### config.mk
export PLATFORM = sky130hd
export DESIGN_NAME = freq_gate_ctrl
export DESIGN_NICKNAME = d
export VERILOG_FILES = /design/src/rtl/freq_gate_ctrl.sv
export SDC_FILE = /design/constraint.sdc
export NUM_CORES = 1
export LEC_CHECK = 0
export CAP_MARGIN = 20
export CELL_PAD_IN_SITES_DETAIL_PLACEMENT = 0
export CELL_PAD_IN_SITES_GLOBAL_PLACEMENT = 1
export CORE_AREA = 2 2 101 103
export CTS_BUF_LIST = sky130_fd_sc_hd__clkbuf_2 sky130_fd_sc_hd__clkbuf_4 sky130_fd_sc_hd__clkbuf_8
export DETAILED_ROUTE_END_ITERATION = 10
export DIE_AREA = 0 0 103 105
export PLACE_DENSITY = 0.81
export SYNTH_ARGS = -nofsm -noshare
export SYNTH_HDL_FRONTEND = slang
export SYNTH_SLANG_ARGS = --single-unit
### constraint.sdc
create_clock -name clock -period 2.5 [get_ports clock]
set_input_delay 0.5 -clock clock [delete_from_list [all_inputs] [get_ports clock]]
set_output_delay 0.5 -clock clock [all_outputs]
set_load 0.1 [all_outputs]
### src/rtl/freq_gate_ctrl.sv
// -----------------------------------------------------------------------------
// freq_gate_ctrl
//
// Gate-time sequencer for a frequency counter, running on the reference clock.
// Each measurement follows the same sequence:
//   1. Clear the external event counter.
//   2. Open the gate for exactly GATE_CYCLES reference cycles.
//   3. Wait a settle period.
//   4. Capture the counter value into a result register.
// The captured result is offered to a consumer with a valid/ack handshake.
//
// Parameters:
//   CLEAR_CYCLES  : cycles cnt_clear_n is held low (>= 1)
//   GATE_CYCLES   : cycles gate is high, the measurement window (1 .. 2^32-1)
//   SETTLE_CYCLES : cycles between gate close and capture (>= 1)
//
// Ports:
//   clock        in   reference clock; all logic is on its rising edge
//   reset        in   asynchronous, active-low reset
//   start        in   request one measurement (IDLE, or DONE together with ack)
//   count_in     in   32-bit event counter value, unsigned
//   result_ack   in   consumer accepts result
//   cnt_clear_n  out  active-low clear to the event counter
//   gate         out  window enable, ANDed externally with the measured signal
//   busy         out  high during CLEAR, GATE and SETTLE
//   result       out  captured count
//   result_valid out  result is held and valid
//   ovf          out  overflow flag for result
//
// Build option:
//   FREQ_GATE_OVF_EN - when defined, ovf flags a saturated capture
//                      (count_in == 32'hFFFFFFFF). When undefined, ovf is
//                      tied to 0 and no compare logic is built.
// -----------------------------------------------------------------------------
module freq_gate_ctrl #(
  parameter int unsigned CLEAR_CYCLES  = 2,
  parameter int unsigned GATE_CYCLES   = 1000,
  parameter int unsigned SETTLE_CYCLES = 4
) (
  input  logic        clock,
  input  logic        reset,
  input  logic        start,
  input  logic [31:0] count_in,
  input  logic        result_ack,
  output logic        cnt_clear_n,
  output logic        gate,
  output logic        busy,
  output logic [31:0] result,
  output logic        result_valid,
  output logic        ovf
);

  typedef enum logic [2:0] {
    ST_IDLE   = 3'd0,
    ST_CLEAR  = 3'd1,
    ST_GATE   = 3'd2,
    ST_SETTLE = 3'd3,
    ST_DONE   = 3'd4
  } state_t;

  localparam logic [31:0] L_CLEAR  = 32'(CLEAR_CYCLES);
  localparam logic [31:0] L_GATE   = 32'(GATE_CYCLES);
  localparam logic [31:0] L_SETTLE = 32'(SETTLE_CYCLES);

  state_t      r_state;
  state_t      w_state_nxt;
  logic [31:0] r_phase;
  logic [31:0] w_phase_nxt;
  logic        w_phase_last;
  logic        w_capture;
  logic        w_release;

  logic        r_cnt_clear_n;
  logic        r_gate;
  logic        r_busy;
  logic [31:0] r_result;
  logic        r_result_valid;
  logic        w_cnt_clear_n_nxt;
  logic        w_gate_nxt;
  logic        w_busy_nxt;
  logic [31:0] w_result_nxt;
  logic        w_result_valid_nxt;

  // The single phase counter is loaded on state entry and counts down to 1;
  // the state is left on the edge where it reads 1.
  assign w_phase_last = (r_phase == 32'd1);

  // State and phase-counter register
  always_ff @(posedge clock or negedge reset) begin
    if (!reset) begin
      r_state <= ST_IDLE;
      r_phase <= 32'd0;
    end else begin
      r_state <= w_state_nxt;
      r_phase <= w_phase_nxt;
    end
  end

  // Next-state and phase-counter logic
  always_comb begin
    w_state_nxt = r_state;
    w_phase_nxt = r_phase;
    w_capture   = 1'b0;
    w_release   = 1'b0;
    case (r_state)
      ST_IDLE: begin
        if (start) begin
          w_state_nxt = ST_CLEAR;
          w_phase_nxt = L_CLEAR;
        end else begin
          w_state_nxt = ST_IDLE;
        end
      end
      ST_CLEAR: begin
        if (w_phase_last) begin
          w_state_nxt = ST_GATE;
          w_phase_nxt = L_GATE;
        end else begin
          w_phase_nxt = r_phase - 32'd1;
        end
      end
      ST_GATE: begin
        if (w_phase_last) begin
          w_state_nxt = ST_SETTLE;
          w_phase_nxt = L_SETTLE;
        end else begin
          w_phase_nxt = r_phase - 32'd1;
        end
      end
      ST_SETTLE: begin
        if (w_phase_last) begin
          w_state_nxt = ST_DONE;
          w_phase_nxt = 32'd0;
          w_capture   = 1'b1;
        end else begin
          w_phase_nxt = r_phase - 32'd1;
        end
      end
      ST_DONE: begin
        if (result_ack) begin
          w_release = 1'b1;
          // Ack together with start chains straight into the next clear.
          if (start) begin
            w_state_nxt = ST_CLEAR;
            w_phase_nxt = L_CLEAR;
          end else begin
            w_state_nxt = ST_IDLE;
          end
        end else begin
          w_state_nxt = ST_DONE;
        end
      end
      default: begin
        w_state_nxt = ST_IDLE;
        w_phase_nxt = 32'd0;
      end
    endcase
  end

  // Output decode from the next state so that the registered outputs line up
  // with the state they describe.
  always_comb begin
    w_cnt_clear_n_nxt = 1'b1;
    w_gate_nxt        = 1'b0;
    w_busy_nxt        = 1'b0;
    case (w_state_nxt)
      ST_CLEAR: begin
        w_cnt_clear_n_nxt = 1'b0;
        w_busy_nxt        = 1'b1;
      end
      ST_GATE: begin
        w_gate_nxt = 1'b1;
        w_busy_nxt = 1'b1;
      end
      ST_SETTLE: begin
        w_busy_nxt = 1'b1;
      end
      default: begin
        w_cnt_clear_n_nxt = 1'b1;
      end
    endcase

    if (w_capture) begin
      w_result_nxt       = count_in;
      w_result_valid_nxt = 1'b1;
    end else if (w_release) begin
      w_result_nxt       = r_result;
      w_result_valid_nxt = 1'b0;
    end else begin
      w_result_nxt       = r_result;
      w_result_valid_nxt = r_result_valid;
    end
  end

  // Output registers
  always_ff @(posedge clock or negedge reset) begin
    if (!reset) begin
      r_cnt_clear_n  <= 1'b0;
      r_gate         <= 1'b0;
      r_busy         <= 1'b0;
      r_result       <= 32'd0;
      r_result_valid <= 1'b0;
    end else begin
      r_cnt_clear_n  <= w_cnt_clear_n_nxt;
      r_gate         <= w_gate_nxt;
      r_busy         <= w_busy_nxt;
      r_result       <= w_result_nxt;
      r_result_valid <= w_result_valid_nxt;
    end
  end

  assign cnt_clear_n  = r_cnt_clear_n;
  assign gate         = r_gate;
  assign busy         = r_busy;
  assign result       = r_result;
  assign result_valid = r_result_valid;

`ifdef FREQ_GATE_OVF_EN
  logic r_ovf;
  logic w_ovf_nxt;

  // Overflow flag travels with result and clears together with result_valid.
  always_comb begin
    if (w_capture) begin
      w_ovf_nxt = (count_in == 32'hFFFF_FFFF);
    end else if (w_release) begin
      w_ovf_nxt = 1'b0;
    end else begin
      w_ovf_nxt = r_ovf;
    end
  end

  // Overflow flag register
  always_ff @(posedge clock or negedge reset) begin
    if (!reset) begin
      r_ovf <= 1'b0;
    end else begin
      r_ovf <= w_ovf_nxt;
    end
  end

  assign ovf = r_ovf;
`else
  assign ovf = 1'b0;
`endif

endmodule

==> flow_summary.json, run 1 <==
{
  "hold_viol": 0,
  "max_slew_margin": 0.434,
  "vias_per_cell": 5.04,
  "stdcell_area_um2": 4730,
  "ys_seq_area_frac": 0.538,
  "p_leak_nw": 2.08,
  "ioPinCount": 73,
  "setup_violations": 0,
  "grt_pass1_vias": 2650,
  "cts_sinks": 71,
  "synth_edf_count": 0,
  "cts_max_path_buffers": 2,
  "clk_latency_ns": 0.35,
  "ys_ff_latch": 71,
  "rsz0062_at_grt": "true",
  "yosys_most_used_dff": "dfrtp_1",
  "n_antenna_cell": 0,
  "layout-drive-gt1-share": 0.340,
  "r2r_cells": 6,
  "rr_startpoint": "r_phase[11]$_DFFE_PN0P_",
  "fin_crit_sh": 0.995,
  "die_w_um": 103,
  "path_clk_slew_ns": 0.09,
  "drt_iter0_drc": 146,
  "wl_per_cell_um": 16.6,
  "clock-skew-final_ns": 0.0147,
  "status": "completed",
  "area_delta_synth_final_pct": 43.4,
  "grt_use_total": 0.164,
  "first_pass_iters": 4,
  "total_power_mw": 2.34,
  "dpl_cell_area_um2": 4320,
  "syn_nets": 338,
  "final_common_cell": "dfrtp_1",
  "detail-route-antenna-nets": 0,
  "start_util": 0.342,
  "num-fill-cells": 874,
  "avgSynthCellArea_um2": 11.0,
  "synth_area_leaders": "dfrtp_1, mux2_2, nor2_1",
  "grt_pass1_wl_um": 13800,
  "period_needed_ns": 2.49,
  "clockRootBuffer": "clkbuf_8",
  "max_freq_mhz": 402,
  "fp-row-count": 36,
  "core_um2": 9640,
  "grt_max_degree": 38,
  "synth_top_area_share": 0.538,
  "antenna_found_initial": 0,
  "rrSetupSlack_ns": 0.01,
  "worstMarginPinSlew_ns": 0.849,
  "drc": 0,
  "synth_warnings": 0,
  "dpl.hpwl_um": 6010,
  "wirelength_um": 8970,
  "synth_cells": 300,
  "die-area_um2": 10800,
  "final_nets": 443,
  "ys_types": 46,
  "required_ns": 2.72,
  "htree_num_levels": 3,
  "setup_tns_ns": 0,
  "max_cap_violations": 0,
  "reg2reg_to": "result[20]$_DFFE_PN0P_",
  "die_h_um": 105,
  "power_density_nw_per_um2": 494,
  "cts_made_buffers": 9,
  "num_vias": 2734,
  "synth_top_area_cell": "dfrtp_1",
  "drv_slew": 0,
  "ir_drop_mv": 0.313,
  "port-buffer-count": 71,
  "netlist_area_um2": 3300,
  "critPathCaptureType": "flip-flop",
  "place_inst": 522,
  "cp_max_fo": 8,
  "crit_type": "reg2reg",
  "hold_class": "in2async",
  "startpoint_type": "flip-flop",
  "layout_common_cells": "dfrtp_1, buf_4, nor2_1, clkdlybuf4s50_1, mux2_4",
  "async_flop_share": 1.00,
  "fin_cells": 542,
  "overflow": 0,
  "gp_congestion": 0.769,
  "cts_tree": "done",
  "arrival_ns": 2.71
}
timing repair:
| item | in CTS | in global routing |
|---|---|---|
| endpoints found under the setup margin | 1 | 62 |
| pin swaps | 0 | 3 |
| setup buffers | 0 | 2 |
| cloned | 0 | 3 |
| resized for setup | 1 | 31 |
| hold buffers | 0 | 0 |
routing by layer:
layer / track usage / wire [um] / share of wire
met3: 0.0448 / 207 / 0.023
met1: 0.213 / 4110 / 0.46
met5: 0 / 0 / 0
met4: 0.0545 / 163 / 0.018
met2: 0.263 / 4490 / 0.50
where the power goes:
group | total, mW | internal (mW) | switching (mW)
clock | 1.00 | 0.555 | 0.448
combinational | 0.156 | 0.0855 | 0.0704
sequential | 1.18 | 1.16 | 0.0149
cell families (layout without fill, tap and decap cells):
family          Yosys count  count (layout)  synth area share
flops                    71              71             0.538
other cells               1               1           0.00114
buf+inv                  19             128            0.0258
simple gates            112             112             0.183
mux                      32              32             0.109
xor+xnor                 16              16            0.0425
compound gates           47              47            0.0925
fa+ha+maj                 2               2           0.00758
registers in the layout (all words and copies together), names as in the netlist:
register	count
result	32
result_valid	1
gate	1
cnt_clear_n	1
r_phase	32
busy	1
r_state	3
metrics by stage:
stage	hold WS [ns]	utilization	worst slack, ns
after floorplan	0.204	-	-0.0794
after global placement	0.472	0.448	-0.108
after CTS	0.264	0.470	0.0250
after global routing	0.288	0.491	-0.0464
after detailed placement	0.481	0.448	-0.0983
final	0.248	0.491	0.0123
synthesized netlist by cell type, drive strengths merged, types with 5 or more instances:
| master | number |
|---|---|
| o21ai | 12 |
| mux2 | 32 |
| nand2 | 13 |
| clkbuf | 5 |
| a21oi | 12 |
| dfrtp | 71 |
| nand3 | 6 |
| xor2 | 5 |
| nor2 | 34 |
| or3 | 5 |
| xnor2 | 11 |
| or4 | 9 |
| nand4 | 7 |
| nor3 | 11 |
| o31ai | 6 |
| nor4 | 13 |
| buf | 10 |
layout make-up:
| class | count | area (um2) | share of cell area |
|---|---|---|---|
| Sequential cell | 71 | 1780 | 0.375 |
| Timing Repair Buffer | 109 | 972 | 0.205 |
| Clock inverter | 6 | 86.3 | 0.0182 |
| Tap cell | 133 | 166 | 0.0352 |
| Clock buffer | 9 | 124 | 0.0262 |
| Multi-Input combinational cell | 210 | 1590 | 0.336 |
| Inverter | 4 | 15.0 | 0.00317 |
how the worst max path moves through the flow:
stage	start	to	cells after the start
after floorplan	r_phase[11]$_DFFE_PN0P_	result[22]$_DFFE_PN0P_	7
after global routing	r_phase[21]$_DFFE_PN0P_	result[13]$_DFFE_PN0P_	6
after global placement	result_ack	r_phase[26]$_DFFE_PN0P_	6
after detailed placement	result_ack	r_phase[26]$_DFFE_PN0P_	6
final	r_phase[11]$_DFFE_PN0P_	result[20]$_DFFE_PN0P_	6
after CTS	r_phase[28]$_DFFE_PN0P_	r_phase[12]$_DFFE_PN0P_	6
critical path, stage by stage, from the launching register on:
cell and delay, ns:
dfrtp_1 0.41, or4_1 0.59, or4_4 0.47, nor4_4 0.23, buf_6 0.17, clkbuf_16 0.17, mux2_4 0.30
Power figures use the tool's default switching activity.
==> run 2: changes to the inputs <==
CORE_AREA = 2 2 98 100   (was 2 2 101 103)
DIE_AREA = 0 0 100 102   (was 0 0 103 105)
PLACE_DENSITY = 0.85   (was 0.81)
TNS_END_PERCENT = 30   (was default)
==> flow_summary.json, run 2 (synthesis results as in run 1) <==
{
  "status": "completed",
  "fp-row-count": 35,
  "fin_crit_sh": 0.997,
  "first_pass_iters": 4,
  "n_antenna_cell": 0,
  "max_freq_mhz": 401,
  "p_sw_frac": 0.225,
  "total_power_mw": 2.27,
  "period_needed_ns": 2.49,
  "rsz0062_at_grt": "true",
  "gp_congestion": 0.843,
  "startpoint_type": "flip-flop",
  "stdcell_area_um2": 4580,
  "cts_made_buffers": 9,
  "die_h_um": 102,
  "hold_class": "in2async",
  "vias_per_cell": 5.12,
  "path_delay_family": "simple AND/OR/NAND/NOR gates",
  "arrival_ns": 2.76,
  "path_cells": "or4_4 > or4_4 > or3_4 > or3_4 > a21oi_2",
  "max_stage_delay_ns": 0.57,
  "p_switching_mw": 0.510,
  "ioPinCount": 73,
  "grt_use_total": 0.157,
  "required_ns": 2.77,
  "place_inst": 501,
  "power_density_nw_per_um2": 496,
  "antenna_found_initial": 0,
  "wl_per_cell_um": 15.4,
  "drc": 0,
  "crit_slowest_cell": "or4_4",
  "final_common_cell": "dfrtp_1",
  "dpl.hpwl_um": 5670,
  "ir_drop_mv": 0.333,
  "worstMarginPinSlew_ns": 0.499,
  "layout_common_cells": "dfrtp_1, buf_4, nor2_1, clkdlybuf4s50_1, mux2_2",
  "port-buffer-count": 71,
  "dpl_cell_area_um2": 4290,
  "die_w_um": 100,
  "whs_ns": 0.161,
  "sequentialPowerShare": 0.519,
  "worstPathBufferInverterCount": 0,
  "pre_cts_ws_ns": -0.0534,
  "setup_violations": 0,
  "die-area_um2": 10200,
  "path_clk_slew_ns": 0.07,
  "start_util": 0.362,
  "hold_viol": 0,
  "grt_pass1_wl_um": 12700,
  "max_slew_margin": 0.666,
  "clockRootBuffer": "clkbuf_8",
  "clock-skew-final_ns": 0.00758,
  "cts_max_path_buffers": 2,
  "setup_tns_ns": 0,
  "overflow": 0,
  "critPathCaptureType": "flip-flop",
  "max_cap_violations": 0,
  "clk_latency_ns": 0.34,
  "num-fill-cells": 812,
  "grt_pass1_vias": 2652,
  "cp_max_fo": 3,
  "p_leak_nw": 2.08,
  "layout-drive-gt1-share": 0.337,
  "htree_num_levels": 3,
  "final_nets": 443,
  "p_int_mw": 1.76,
  "grt_max_degree": 72,
  "core_um2": 9110,
  "setup_ws_ns": 0.00708,
  "cts_tree": "done",
  "final_core_utilization": 0.503,
  "fin_cells": 521,
  "num_vias": 2667,
  "drt_iter0_drc": 97,
  "crit_type": "reg2reg",
  "area_delta_synth_final_pct": 38.8,
  "cts_sinks": 71,
  "clockPowerShare": 0.415,
  "wirelength_um": 8020,
  "combinationalPowerShare": 0.067,
  "drv_slew": 0,
  "detail-route-antenna-nets": 0
}
run 2: final timing paths:
| check | startpoint | end | slack (ns) | depth (start not counted) |
|---|---|---|---|---|
| setup / recovery | r_phase[11]$_DFFE_PN0P_ | gate$_DFF_PN0_ | 0.007 | 5 |
| hold / removal | reset | result[15]$_DFFE_PN0P_ | 0.16 | 2 |
| setup reg to reg | r_phase[11]$_DFFE_PN0P_ | gate$_DFF_PN0_ | 0.007 | 5 |
| hold reg to reg | result[30]$_DFFE_PN0P_ | result[30]$_DFFE_PN0P_ | 0.50 | 1 |
| max in group asynchronous | reset | r_phase[11]$_DFFE_PN0P_ | 2.01 | 2 |
| min in group clock | result[30]$_DFFE_PN0P_ | result[30]$_DFFE_PN0P_ | 0.50 | 1 |
run 2: final cells by class:
class / instances / area, um2 / area share
Tap cell: 111 / 139 / 0.0303
Multi-Input combinational cell: 210 / 1490 / 0.324
Inverter: 4 / 15.0 / 0.00328
Clock buffer: 11 / 151 / 0.0331
Sequential cell: 71 / 1780 / 0.388
Timing Repair Buffer: 109 / 956 / 0.209
Clock inverter: 5 / 56.3 / 0.0123
run 2: routing by layer:
metal / global-route usage / routed length (um)
met1: 0.207 / 3520
met2: 0.258 / 4200
met3: 0.0369 / 263
met4: 0.0495 / 40
met5: 0 / 0
run 2: power by group through the flow:
| stage | clock [mW] | combinational [mW] | sequential, mW |
|---|---|---|---|
| 6_report | 0.941 | 0.151 | 1.18 |
| 5_1_grt | 1.02 | 0.168 | 1.18 |
| 4_1_cts | 0.983 | 0.152 | 1.18 |
| 3_5_place_dp | 0 | 0.151 | 1.20 |
| 3_3_place_gp | 0 | 0.147 | 1.20 |
| 2_1_floorplan | 0 | 0.0479 | 1.20 |
run 2: what timing repair did:
item | CTS | global route
pin swaps | 0 | 2
resized for setup | 1 | 11
setup endpoints to repair | 3 | 63
cloned | 0 | 1
hold buffers | 0 | 0
buffers inserted | 0 | 3
